File: config.mk
export PLATFORM = sky130hd
export DESIGN_NAME = alu_result_fifo
export DESIGN_NICKNAME = d
export VERILOG_FILES = /design/src/rtl/alu_result_fifo.sv
export SDC_FILE = /design/constraint.sdc
export NUM_CORES = 1
export LEC_CHECK = 0
export ABC_CLOCK_PERIOD_IN_PS = 2350
export CORE_UTILIZATION = 45
export CTS_BUF_LIST = sky130_fd_sc_hd__clkbuf_2
export DETAILED_ROUTE_END_ITERATION = 6
export PLACE_DENSITY = 0.82
export SLEW_MARGIN = 20
export SYNTH_ARGS = -nofsm -noshare
export SYNTH_HDL_FRONTEND = slang
export SYNTH_SLANG_ARGS = --single-unit
File: constraint.sdc
create_clock -name clk -period 2.35 [get_ports clk]
set_clock_uncertainty 0.05 [all_clocks]
set_input_delay 0.47 -clock clk [delete_from_list [all_inputs] [get_ports clk]]
set_output_delay 0.47 -clock clk [all_outputs]
set_load 0.01 [all_outputs]
File: src/rtl/alu_result_fifo.sv
`default_nettype none
// ============================================================================
// Module      : alu_result_fifo
// Description : First-word fall-through FIFO that captures {carry, result}
//               pairs from the ALU. It reports the fill level and a sticky
//               drop flag. Optional macro ALU_FIFO_CARRY_STATS_EN adds a
//               saturating counter of accepted entries with carry set.
// Revision    : 1.0 - initial release
// ============================================================================
module alu_result_fifo #(
    parameter int DEPTH = 4,
    parameter int WIDTH = 8
) (
    input  logic                       clk,
    input  logic                       rst,
    input  logic                       in_valid,
    input  logic [WIDTH-1:0]           in_result,
    input  logic                       in_carry,
    output logic                       in_ready,
    output logic                       out_valid,
    output logic [WIDTH-1:0]           out_result,
    output logic                       out_carry,
    input  logic                       out_ready,
    output logic [$clog2(DEPTH):0]     count,
    output logic                       overflow,
    input  logic                       clr_ovf,
    output logic [15:0]                carry_cnt
);

    localparam int c_PTR_W = $clog2(DEPTH);
    localparam int c_CNT_W = c_PTR_W + 1;
    localparam logic [c_CNT_W-1:0] c_FULL = c_CNT_W'(DEPTH);

    logic [WIDTH:0]       r_mem [DEPTH];
    logic [c_PTR_W-1:0]   r_wr_ptr;
    logic [c_PTR_W-1:0]   r_rd_ptr;
    logic [c_CNT_W-1:0]   r_count;
    logic                 r_overflow;
    logic                 w_wr;
    logic                 w_rd;
    logic                 w_drop;
    logic [WIDTH:0]       w_head;

    // Handshake qualifiers; reset masks both sides so nothing moves in a reset cycle.
    assign in_ready  = !rst && (r_count != c_FULL);
    assign out_valid = !rst && (r_count != '0);
    assign w_wr      = in_valid && in_ready;
    assign w_rd      = out_valid && out_ready;
    assign w_drop    = in_valid && !in_ready && !rst;

    assign w_head     = r_mem[r_rd_ptr];
    assign out_result = w_head[WIDTH-1:0];
    assign out_carry  = w_head[WIDTH];
    assign count      = r_count;
    assign overflow   = r_overflow;

    always_ff @(posedge clk) begin
        if (w_wr) begin
            r_mem[r_wr_ptr] <= {in_carry, in_result};
        end
    end

    always_ff @(posedge clk) begin
        if (rst) begin
            r_wr_ptr <= '0;
            r_rd_ptr <= '0;
            r_count  <= '0;
        end else begin
            if (w_wr) begin
                r_wr_ptr <= r_wr_ptr + c_PTR_W'(1);
            end
            if (w_rd) begin
                r_rd_ptr <= r_rd_ptr + c_PTR_W'(1);
            end
            if (w_wr && !w_rd) begin
                r_count <= r_count + c_CNT_W'(1);
            end else if (w_rd && !w_wr) begin
                r_count <= r_count - c_CNT_W'(1);
            end
        end
    end

    // A drop in the same cycle as a clear keeps the flag set.
    always_ff @(posedge clk) begin
        if (rst) begin
            r_overflow <= 1'b0;
        end else if (w_drop) begin
            r_overflow <= 1'b1;
        end else if (clr_ovf) begin
            r_overflow <= 1'b0;
        end
    end

`ifdef ALU_FIFO_CARRY_STATS_EN
    logic [15:0] r_carry_cnt;

    always_ff @(posedge clk) begin
        if (rst) begin
            r_carry_cnt <= '0;
        end else if (w_wr && in_carry && (r_carry_cnt != 16'hFFFF)) begin
            r_carry_cnt <= r_carry_cnt + 16'd1;
        end
    end

    assign carry_cnt = r_carry_cnt;
`else
    assign carry_cnt = 16'h0000;
`endif

endmodule
`default_nettype wire
; Word-level counts from Yosys, hierarchy flattened
; Memory sizes are Yosys's and may differ from the RTL's. A register that Yosys moved wholly into a read port is not among the register bits.
; Index checks and enable logic that the tools add are counted.
[classes]
n_eq_ne = 1
reduce_logical = 15
n_mux = 8
n_addsub = 4
[ops]
columns = op, count
row1 = logical AND 1 bit, 8
row2 = two-way mux 3 bit, 2
row3 = "adder 2 x 1 -> 2 bit, second input constant", 2
row4 = logical NOT 1 bit, 4
row5 = two-way mux 1 bit, 4
row6 = two-way mux 2 bit, 2
row7 = nonzero test 2 bit, 2
row8 = "adder 3 x 1 -> 3 bit, second input constant", 1
row9 = "!= test 3 bit, second input constant", 1
row10 = nonzero test 3 bit, 1
row11 = "subtractor 3 x 1 -> 3 bit, second input constant", 1
[totals]
input_bits = 14
reg_bits = 8
memories = 1
word_cells = 33
mem_bits_rw = 36
output_inout_bits = 31
[mem_list]
columns = name, depth, word_bits, rd, rd_clocked_by_memory_dff, write_ports, line_no
row1 = r_mem, 4, 9, 1, 1, 1, 34  ; logic [WIDTH:0] r_mem [DEPTH];

; Depth between registers and ports, before layout
; Gate-level depths: netlist (run 1).
[depth]
depth_word = 7
ltp_mapped = 8
depth_no_buf = 8

; Least setup slack after synthesis (run 1)
; OpenSTA, ideal clock, no wires.
[synth_timing]
path_type = flip-flop to flip-flop
from = register r_count[0], in the netlist count[0]
to = register r_count[2], in the netlist count[2]
required_time_ns = 2.230
stages_incl_launch_ff = 9
period_less_slack_ns = 2.321
setup_slack_ns = 0.029
setup_ns = 0.070
n_path_buf = 0
arrival_time_ns = 2.201
cell_sequence = dfxtp_1 -> nor3b_2 -> nor3b_4 -> ha_1 -> inv_1 -> fa_1 -> xor2_1 -> or3_2 -> a21oi_1
[synth_between]
elab_chain_len = 6
elab_cells_between_ends = 15
cone_classes = add/sub (2) / eq/ne (1) / mux (2) / reduce/logical (10)
[synth_lines]
columns = element, line_no
row1 = from (decl), 37  ; logic [c_CNT_W-1:0] r_count;
row2 = from (signal assigned), 76  ; r_count <= r_count + c_CNT_W'(1);
row3 = from (signal assigned), 78  ; r_count <= r_count - c_CNT_W'(1);
row4 = != test 3 bit *, 45  ; assign in_ready = !rst && (r_count != c_FULL);
row5 = logical AND 1 bit *, 45
row6 = logical AND 1 bit *, 47  ; assign w_wr = in_valid && in_ready;
row7 = named net w_wr, 39  ; logic w_wr;
row8 = logical NOT 1 bit, 77  ; end else if (w_rd && !w_wr) begin
row9 = logical AND 1 bit, 77
row10 = nonzero test 2 bit (no source line), -
; Mark *: on every way through the listed nets, which the timed path passes. The rest lies on a longest branch. The select of a mux whose other input is x is not followed.
; A chain may end at the register's enable or synchronous reset.

; Worst setup path in the final report (run 1)
[layout_timing]
from = register r_count[1], in the netlist count[1]
to = register r_count[2], in the netlist count[2]
[layout_between]
elab_chain_len = 6
elab_cells_between_ends = 15
cone_classes = add/sub (2) / eq/ne (1) / mux (2) / reduce/logical (10)
[layout_lines]
columns = element
row1 = branches (longest 6 deep; another with subtractor 3 x 1 -> 3 bit)
; Parallel ways; which one is timed is not known. The select of a mux whose other input is x is not followed.

==> results by group, run 1 <==
Timing
  – Min Tclk post-route: between 2 and 2.5 ns
  – RSZ-0062 raised after global routing: no
  – Setup violations, final: 0
  – Final WS setup: around 0.091 ns
  – Fin. Hold Viols: 0
  – Post-Route Setup TNS: 0 ns
  – Final period util: 96.11%
  – Fmax: between 400 and 500 MHz
  – Max Slew Vio Count: 0

Routing
  – Vias post-DR: 1007
  – Violation count after the first detailed-route iteration: 34
  – Vias per cell: ~4.9
  – Final WL: around 3200 um
  – WL/cell: approximately 16 um
  – Final ANT Viol Nets: 0
  – First drt pass iteration count: 4
  – DRC viols: 0

Synth
  – Cell Area, Synth: slightly below 2000 um2
  – Area leader, netlist: edfxtp_1
  – Mean Syn Cell Area: 16.74 um2
  – Sequential area share after synthesis: 65.98%
  – Most instantiated cells after synthesis: edfxtp_1, buf_4, dfxtp_1, mux4_2, nor2_1
  – Distinct cells, synth: 27
  – Top cells by area, synth: edfxtp_1, mux4_2, dfxtp_1, buf_4, ha_1
  – #FFs+latches synth: 46
  – Post-Syn Instances: between 100 and 150
  – Post-synth ARST share: 0%
  – Most frequent cell after synthesis: edfxtp_1
  – Top cell type's share of synthesized area: around 56%
  – Post-synth EDFFs: 36
  – Most used DFF post-synth: edfxtp_1
  – Yosys warning count: 0

Power
  – LEAKAGE: 0.8551 nW
  – P per Cell Area: between 800 and 900 nW/um2
  – Worst VDD drop: slightly above 0.0006 V

Worst setup path
  – Required time of the critical path: approximately 2.7 ns
  – Crit. End Element: flip-flop
  – Ordered list of cells on the worst path: o31ai_2, or2_2, ha_1, inv_1, fa_1, xor2_1, or3_2, a21oi_1
  – Reg-to-reg setup timing slack: ~0.091 ns
  – Critical Path Start Type: flip-flop
  – Crit Path Max Fanout: 7
  – Crit-path slowest cell: dfxtp_2
  – Largest stage delay, worst path: ~0.42 ns
  – Critical path arrival: between 2 and 3 ns
  – Crit path kind: reg2reg

Global routing
  – Vias in the first global route: about 1000
  – First-pass GRT wire length: about 5000 um
  – Overflow after GRT: 0
  – All-Layer GR Usage: roughly 16%
  – Largest net degree at the start of global routing: 14
  – Initial antenna violation count: 0

Finish
  – Post-layout net count: between 150 and 200
  – Layout cells sized above 1: between 20% and 30%
  – Diode count: 0
  – Non-filler cells, final: between 200 and 250
  – Cell area after layout: ~2300 um2
  – Layout Area Growth over Synthesis: 19.65%

Die
  – Core Rows: 23
  – Starting Density: a little under half
  – Total core area: a little over 4000 um2
  – Die area: around 4600 um2
  – I/O Pins: 45
  – Die Span X: between 60 and 70 um
  – DIE HEIGHT: about 68 um

Clock tree
  – Post-CTS Setup Repair Bufs: 0
  – CTS tree: built
  – CTS H-Tree Depth: 2
  – TritonCTS Buffers: 5
  – # hold bufs at CTS: 0
  – Clock Sinks: 46
  – CTS root buf: clkbuf_2
  – CTS clock-pin slew for the worst setup and hold paths: 0.21 ns
  – Skew-Pair Late Insertion Delay: around 0.4 ns
  – Clock Path Buffers: 2

Job
  – Max-capacitance violation count: 0

Placed design
  – Hpwl dp: 2310 um
  – DP Worst Slack: -0.3472 ns
  – Post-Place Cell Area: 2261 um2
  – Port Buffers: 28
  – GPL Wtd Cong: 0.7396
  – Inst Count DP: around 200

Hold path
  – Worst Hold Class: in2reg

Run status
  – Outcome: finished, final reports clean
[stage by stage]
stage               util [%]  hold slack, ns  power (mW)
global route           57.26          0.3976       2.177
finish                 57.26          0.4209       2.055
CTS                    57.08          0.5094       2.062
detailed placement     55.72          0.4595       1.765
global placement       55.72          0.4379       1.730
floorplan                  -          0.4250       1.461
[registers in the layout (all words and copies together) (netlist names), named ones only]
name      flops
count         3
overflow      1
r_mem        36
r_rd_ptr      2
r_wr_ptr      2
[layer usage]
layer	part of all wire, %	global-route usage [%]	wire, um
met1	39	17.81	1251
met2	54	28.22	1759
met3	6.5	6.081	212
met4	0.46	3.191	15
met5	0	0	0
[path summary, 6_finish.rpt]
path	end	depth (start not counted)	from
worst max-delay path	count[2]$_SDFFE_PP0P_	8	count[1]$_SDFFE_PP0P_
worst max register to register	count[2]$_SDFFE_PP0P_	8	count[1]$_SDFFE_PP0P_
worst min register to register	r_wr_ptr[0]$_SDFFE_PP0P_	2	r_wr_ptr[0]$_SDFFE_PP0P_
worst min-delay path	overflow$_SDFFE_PP0P_	3	rst
[critical path, delay by kind of cell, from the launching register on]
family,cells,cell delay [ns]
XOR/XNOR,1,0.17
AND/OR/NAND/NOR,2,0.57
adder cells (fa/ha/maj),2,0.52
buffers and inverters,1,0.05
flip-flops,1,0.42
AO/OA/AOI/OAI,2,0.42
[layout by cell type, fill, tap and decap left out, types with 2 or more instances in the layout]
master           netlist  routed
xor2_1                 4       4
clkbuf_2               0       6
buf_6                  0       2
a21oi_1                2       2
conb_1                 1      16
mux4_2                 9       9
dfxtp_2                0       5
nor2_1                 9       9
dlygate4sd2_1          0       9
mux2i_1                2       2
clkdlybuf4s50_1        0      18
nor3b_4                1       2
edfxtp_1              36      36
and2_2                 4       4
buf_4                 16       6
dfxtp_1               10       5
inv_1                  3       3
ha_1                   5       5
[area by class of cell]
type / instances / area, um2
Inverter: 3 / 11.26
Clock inverter: 2 / 8.758
Sequential cell: 46 / 1287
Multi-Input combinational cell: 63 / 584.3
Clock buffer: 6 / 30.03
Fill cell: 319 / 1734
Timing Repair Buffer: 36 / 339.1
Tap cell: 50 / 62.56
[power by group]
group | leakage (nW) | internal, mW | switching, mW
combinational | 0.414 | 0.386 | 0.290
sequential | 0.411 | 0.979 | 0.0935
clock | 0.0304 | 0.0732 | 0.233
total | 0.855 | 1.44 | 0.617
[kinds of logic (layout without fill, tap and decap cells)]
group           Yosys count  count (layout)  synth area share, %
fa+ha+maj                 6               6                4.253
simple gates             20              20                6.508
buf+inv                  22              47                7.409
mux                      12              12                12.24
xor+xnor                  4               4                1.804
other cells               1              16               0.1931
compound gates            5               5                1.611
flops                    46              46                65.98
[timing repair]
action | 4_1_cts | 5_1_grt
endpoints found under the setup margin | 10 | 7
gates cloned | 1 | 0
resized for setup | 17 | 3
(Power assumes the default switching activity.)
==> run 2, diff against run 1 <==
CAP_MARGIN = 20   (was not set)
==> results of run 2 <==
Final layout, timing and power as in run 1 (identical DEF).
==> run 3, diff against run 2 <==
ABC_CLOCK_PERIOD_IN_PS = 2300   (was 2350)
PLACE_DENSITY = 0.79   (was 0.82)
clock period = 2.3 ns   (was 2.35 ns; I/O delays follow)
==> run 3 against run 2 <==
Compared with the run above: clock power increased by 38%; design area is 0.92% higher; sequential share of layout area down 0.13 points; highest routed layer unchanged; critical path depth did not move; utilization up 0.52 points; fmax up 0.18%; non-clock buffer count unchanged; register-to-register slack worse by 0.05 ns; first-iteration DRC count rose by 94%; die area unchanged; critical endpoint unchanged; setup slack worse by 0.046 ns.
==> results by group, run 3 (synthesis gave the netlist of run 1 again) <==
Finish
  – Most frequent cells in the layout: edfxtp_1, clkdlybuf4s50_1, conb_1
  – Most common cell after layout, fill and taps aside: edfxtp_1
  – Sequential standard cell area: 1296 um2 (+0.68%)
  – Multi-input logic area: 586.8 um2 (+0.43%)
  – # fillers: 329 (+3.1%)
  – Post-layout net count: 175 (unchanged)
  – Layout cells sized above 1: 30.77% (+5.8 points)
  – Diode count: 0 (unchanged)
  – Cell area after layout: 2345 um2 (+0.92%)
  – Max FFs per register: 36 (unchanged)
  – Layout Area Growth over Synthesis: 20.75%
  – Largest Register: r_mem
  – Non-filler cells, final: 206 (unchanged)

Placed design
  – Hpwl dp: 2176 um (-5.8%)
  – Port Buffers: 28 (unchanged)
  – GPL Wtd Cong: 0.7332 (-0.87%)
  – Post-Place Cell Area: 2276 um2 (+0.66%)
  – Inst Count DP: 197 (unchanged)

Die
  – Die Span X: 67.69 um (unchanged)
  – Starting Density: 47.86% (unchanged)
  – I/O Pins: 45 (unchanged)
  – DIE HEIGHT: 67.69 um (unchanged)
  – Die area: 4582 um2 (unchanged)
  – Total core area: 4058 um2 (unchanged)
  – Core Rows: 23 (unchanged)

Global routing
  – All-Layer GR Usage: 14.84% (-0.99 points)
  – Initial antenna violation count: 0 (unchanged)
  – First-pass GRT wire length: 4692 um (-5.7%)
  – Vias in the first global route: 992 (-5.2%)
  – Overflow after GRT: 0 (unchanged)
  – Largest net degree at the start of global routing: 15 (+1)

Run status
  – Outcome: finished, final reports clean

Clock tree
  – CTS tree: built
  – Clock Sinks: 46 (unchanged)
  – Skew-Pair Late Insertion Delay: 0.40 ns (about the same)
  – TritonCTS Buffers: 5 (unchanged)
  – CTS root buf: clkbuf_2
  – CTS clock-pin slew for the worst setup and hold paths: 0.22 ns (about the same)
  – CTS H-Tree Depth: 2 (unchanged)
  – Clock Path Buffers: 2 (unchanged)
  – Post-CTS Setup Repair Bufs: 0 (unchanged)
  – # hold bufs at CTS: 0 (unchanged)

Hold path
  – Hold wc startpoint: r_wr_ptr[0]$_SDFFE_PP0P_
  – Hold EP: r_wr_ptr[0]$_SDFFE_PP0P_
  – Worst Hold Class: reg2reg
  – Cells on Worst Hold Path: 2 (-1)

Timing
  – Post-Route Setup TNS: 0 ns (unchanged)
  – Fin. Hold Viols: 0 (unchanged)
  – Final period util: 98.02% (+1.9 points)
  – Min Tclk post-route: 2.255 ns (-0.004081 ns)
  – Fmax: 443.6 MHz (+0.18%)
  – Setup violations, final: 0 (unchanged)
  – Hold WS: 0.4997 ns (+0.07874 ns)
  – RSZ-0062 raised after global routing: yes
  – Max Slew Vio Count: 0 (unchanged)

Routing
  – Vias post-DR: 996 (-1.1%)
  – Violation count after the first detailed-route iteration: 66 (+94%)
  – Final ANT Viol Nets: 0 (unchanged)
  – DRC viols: 0 (unchanged)
  – Final WL: 3100 um (-4.3%)
  – Vias per cell: 4.835 (-1.1%)
  – First drt pass iteration count: 4 (unchanged)
  – WL/cell: 15.05 um (-4.3%)

Worst setup path
  – Critical path arrival: 2.56 ns (about the same)
  – Crit. End Element: flip-flop
  – R2R depth: 8 (unchanged)
  – Critical Path Start Type: flip-flop
  – Required time of the critical path: 2.60 ns (-0.05 ns)
  – Reg-to-reg setup timing slack: 0.05 ns (-0.05 ns)
  – RR Endpoint: count[2]$_SDFFE_PP0P_
  – Reg-to-reg startpoint: count[2]$_SDFFE_PP0P_
  – Crit path kind: reg2reg
  – Crit Path Max Fanout: 7 (unchanged)

Power
  – Worst VDD drop: 0.0005421 V (-11%)
  – P per Cell Area: 956.9 nW/um2 (+8.2%)
  – LEAKAGE: 0.8616 nW (+0.75%)

Job
  – Max-capacitance violation count: 0 (unchanged)
==> run 3: changes by cell type in the layout (fill, tap and decap cells not counted), sizes merged <==
cell | previous run | this run
clkbuf | 6 | 15
dlygate4sd2 | 9 | 2
buf | 8 | 7
bufinv | 0 | 1
clkdlybuf4s50 | 18 | 17
dlymetal6s2s | 1 | 0
==> run 3: area by class of cell <==
class / instances / area share [%]
sequential: 46 / 55.28
multi-input combinational: 63 / 25.03
timing repair buffer: 36 / 13.77
tap: 50 / 2.668
clock inverter: 3 / 1.708
clock buffer: 5 / 1.067
inverter: 3 / 0.4803
==> run 3: critical path, stage by stage, from the launching register on <==
cell	delay, ns
dfxtp_4	0.42
o31ai_4	0.27
or2_2	0.15
ha_1	0.16
inv_1	0.06
fa_1	0.38
xor2_1	0.16
or3_2	0.41
a21oi_1	0.14
==> run 3: worst max-delay path by stage <==
stage / from / endpoint / slack [ns] / depth (start not counted)
6_report: count[2]$_SDFFE_PP0P_ / count[2]$_SDFFE_PP0P_ / 0.05 / 8
5_1_grt: count[2]$_SDFFE_PP0P_ / count[2]$_SDFFE_PP0P_ / -0.02 / 8
4_1_cts: count[1]$_SDFFE_PP0P_ / count[2]$_SDFFE_PP0P_ / 0.002 / 8
3_5_place_dp: rst / count[2]$_SDFFE_PP0P_ / -0.38 / 8
3_3_place_gp: rst / count[2]$_SDFFE_PP0P_ / -0.26 / 8
2_1_floorplan: count[2]$_SDFFE_PP0P_ / count[2]$_SDFFE_PP0P_ / 0.04 / 8
==> run 3: layer usage <==
| layer | vias up | share of wire [%] | GRT usage, % |
|---|---|---|---|
| met2 | 35 | 51 | 26.49 |
| met5 | - | 0 | 0 |
| met4 | 0 | 1.2 | 4.787 |
| li1 | 473 | - | - |
| met3 | 6 | 6.2 | 5.574 |
| met1 | 482 | 42 | 16.00 |
==> run 3: power breakdown <==
group | leakage, nW | internal (mW) | total (mW) | switching (mW)
logic | 0.407 | 0.407 | 0.707 | 0.300
registers | 0.411 | 1.01 | 1.11 | 0.102
clock network | 0.0427 | 0.181 | 0.424 | 0.243
total | 0.862 | 1.60 | 2.24 | 0.646
==> run 3: timing repair <==
item                                    4_1_cts  5_1_grt
endpoints found under the hold margin         0        0
endpoints found under the setup margin       12       10
cloned                                        0        1
resized for setup                            15       22
==> run 3: per-stage QoR <==
stage | total power, mW | setup WS, ns | utilization [%]
after detailed placement | 1.833 | -0.3790 | 56.09
after floorplan | 1.496 | 0.04314 | -
after global routing | 2.373 | -0.02449 | 57.79
final | 2.244 | 0.04547 | 57.79
after global placement | 1.797 | -0.2649 | 56.09
after CTS | 2.222 | 0.001555 | 57.57
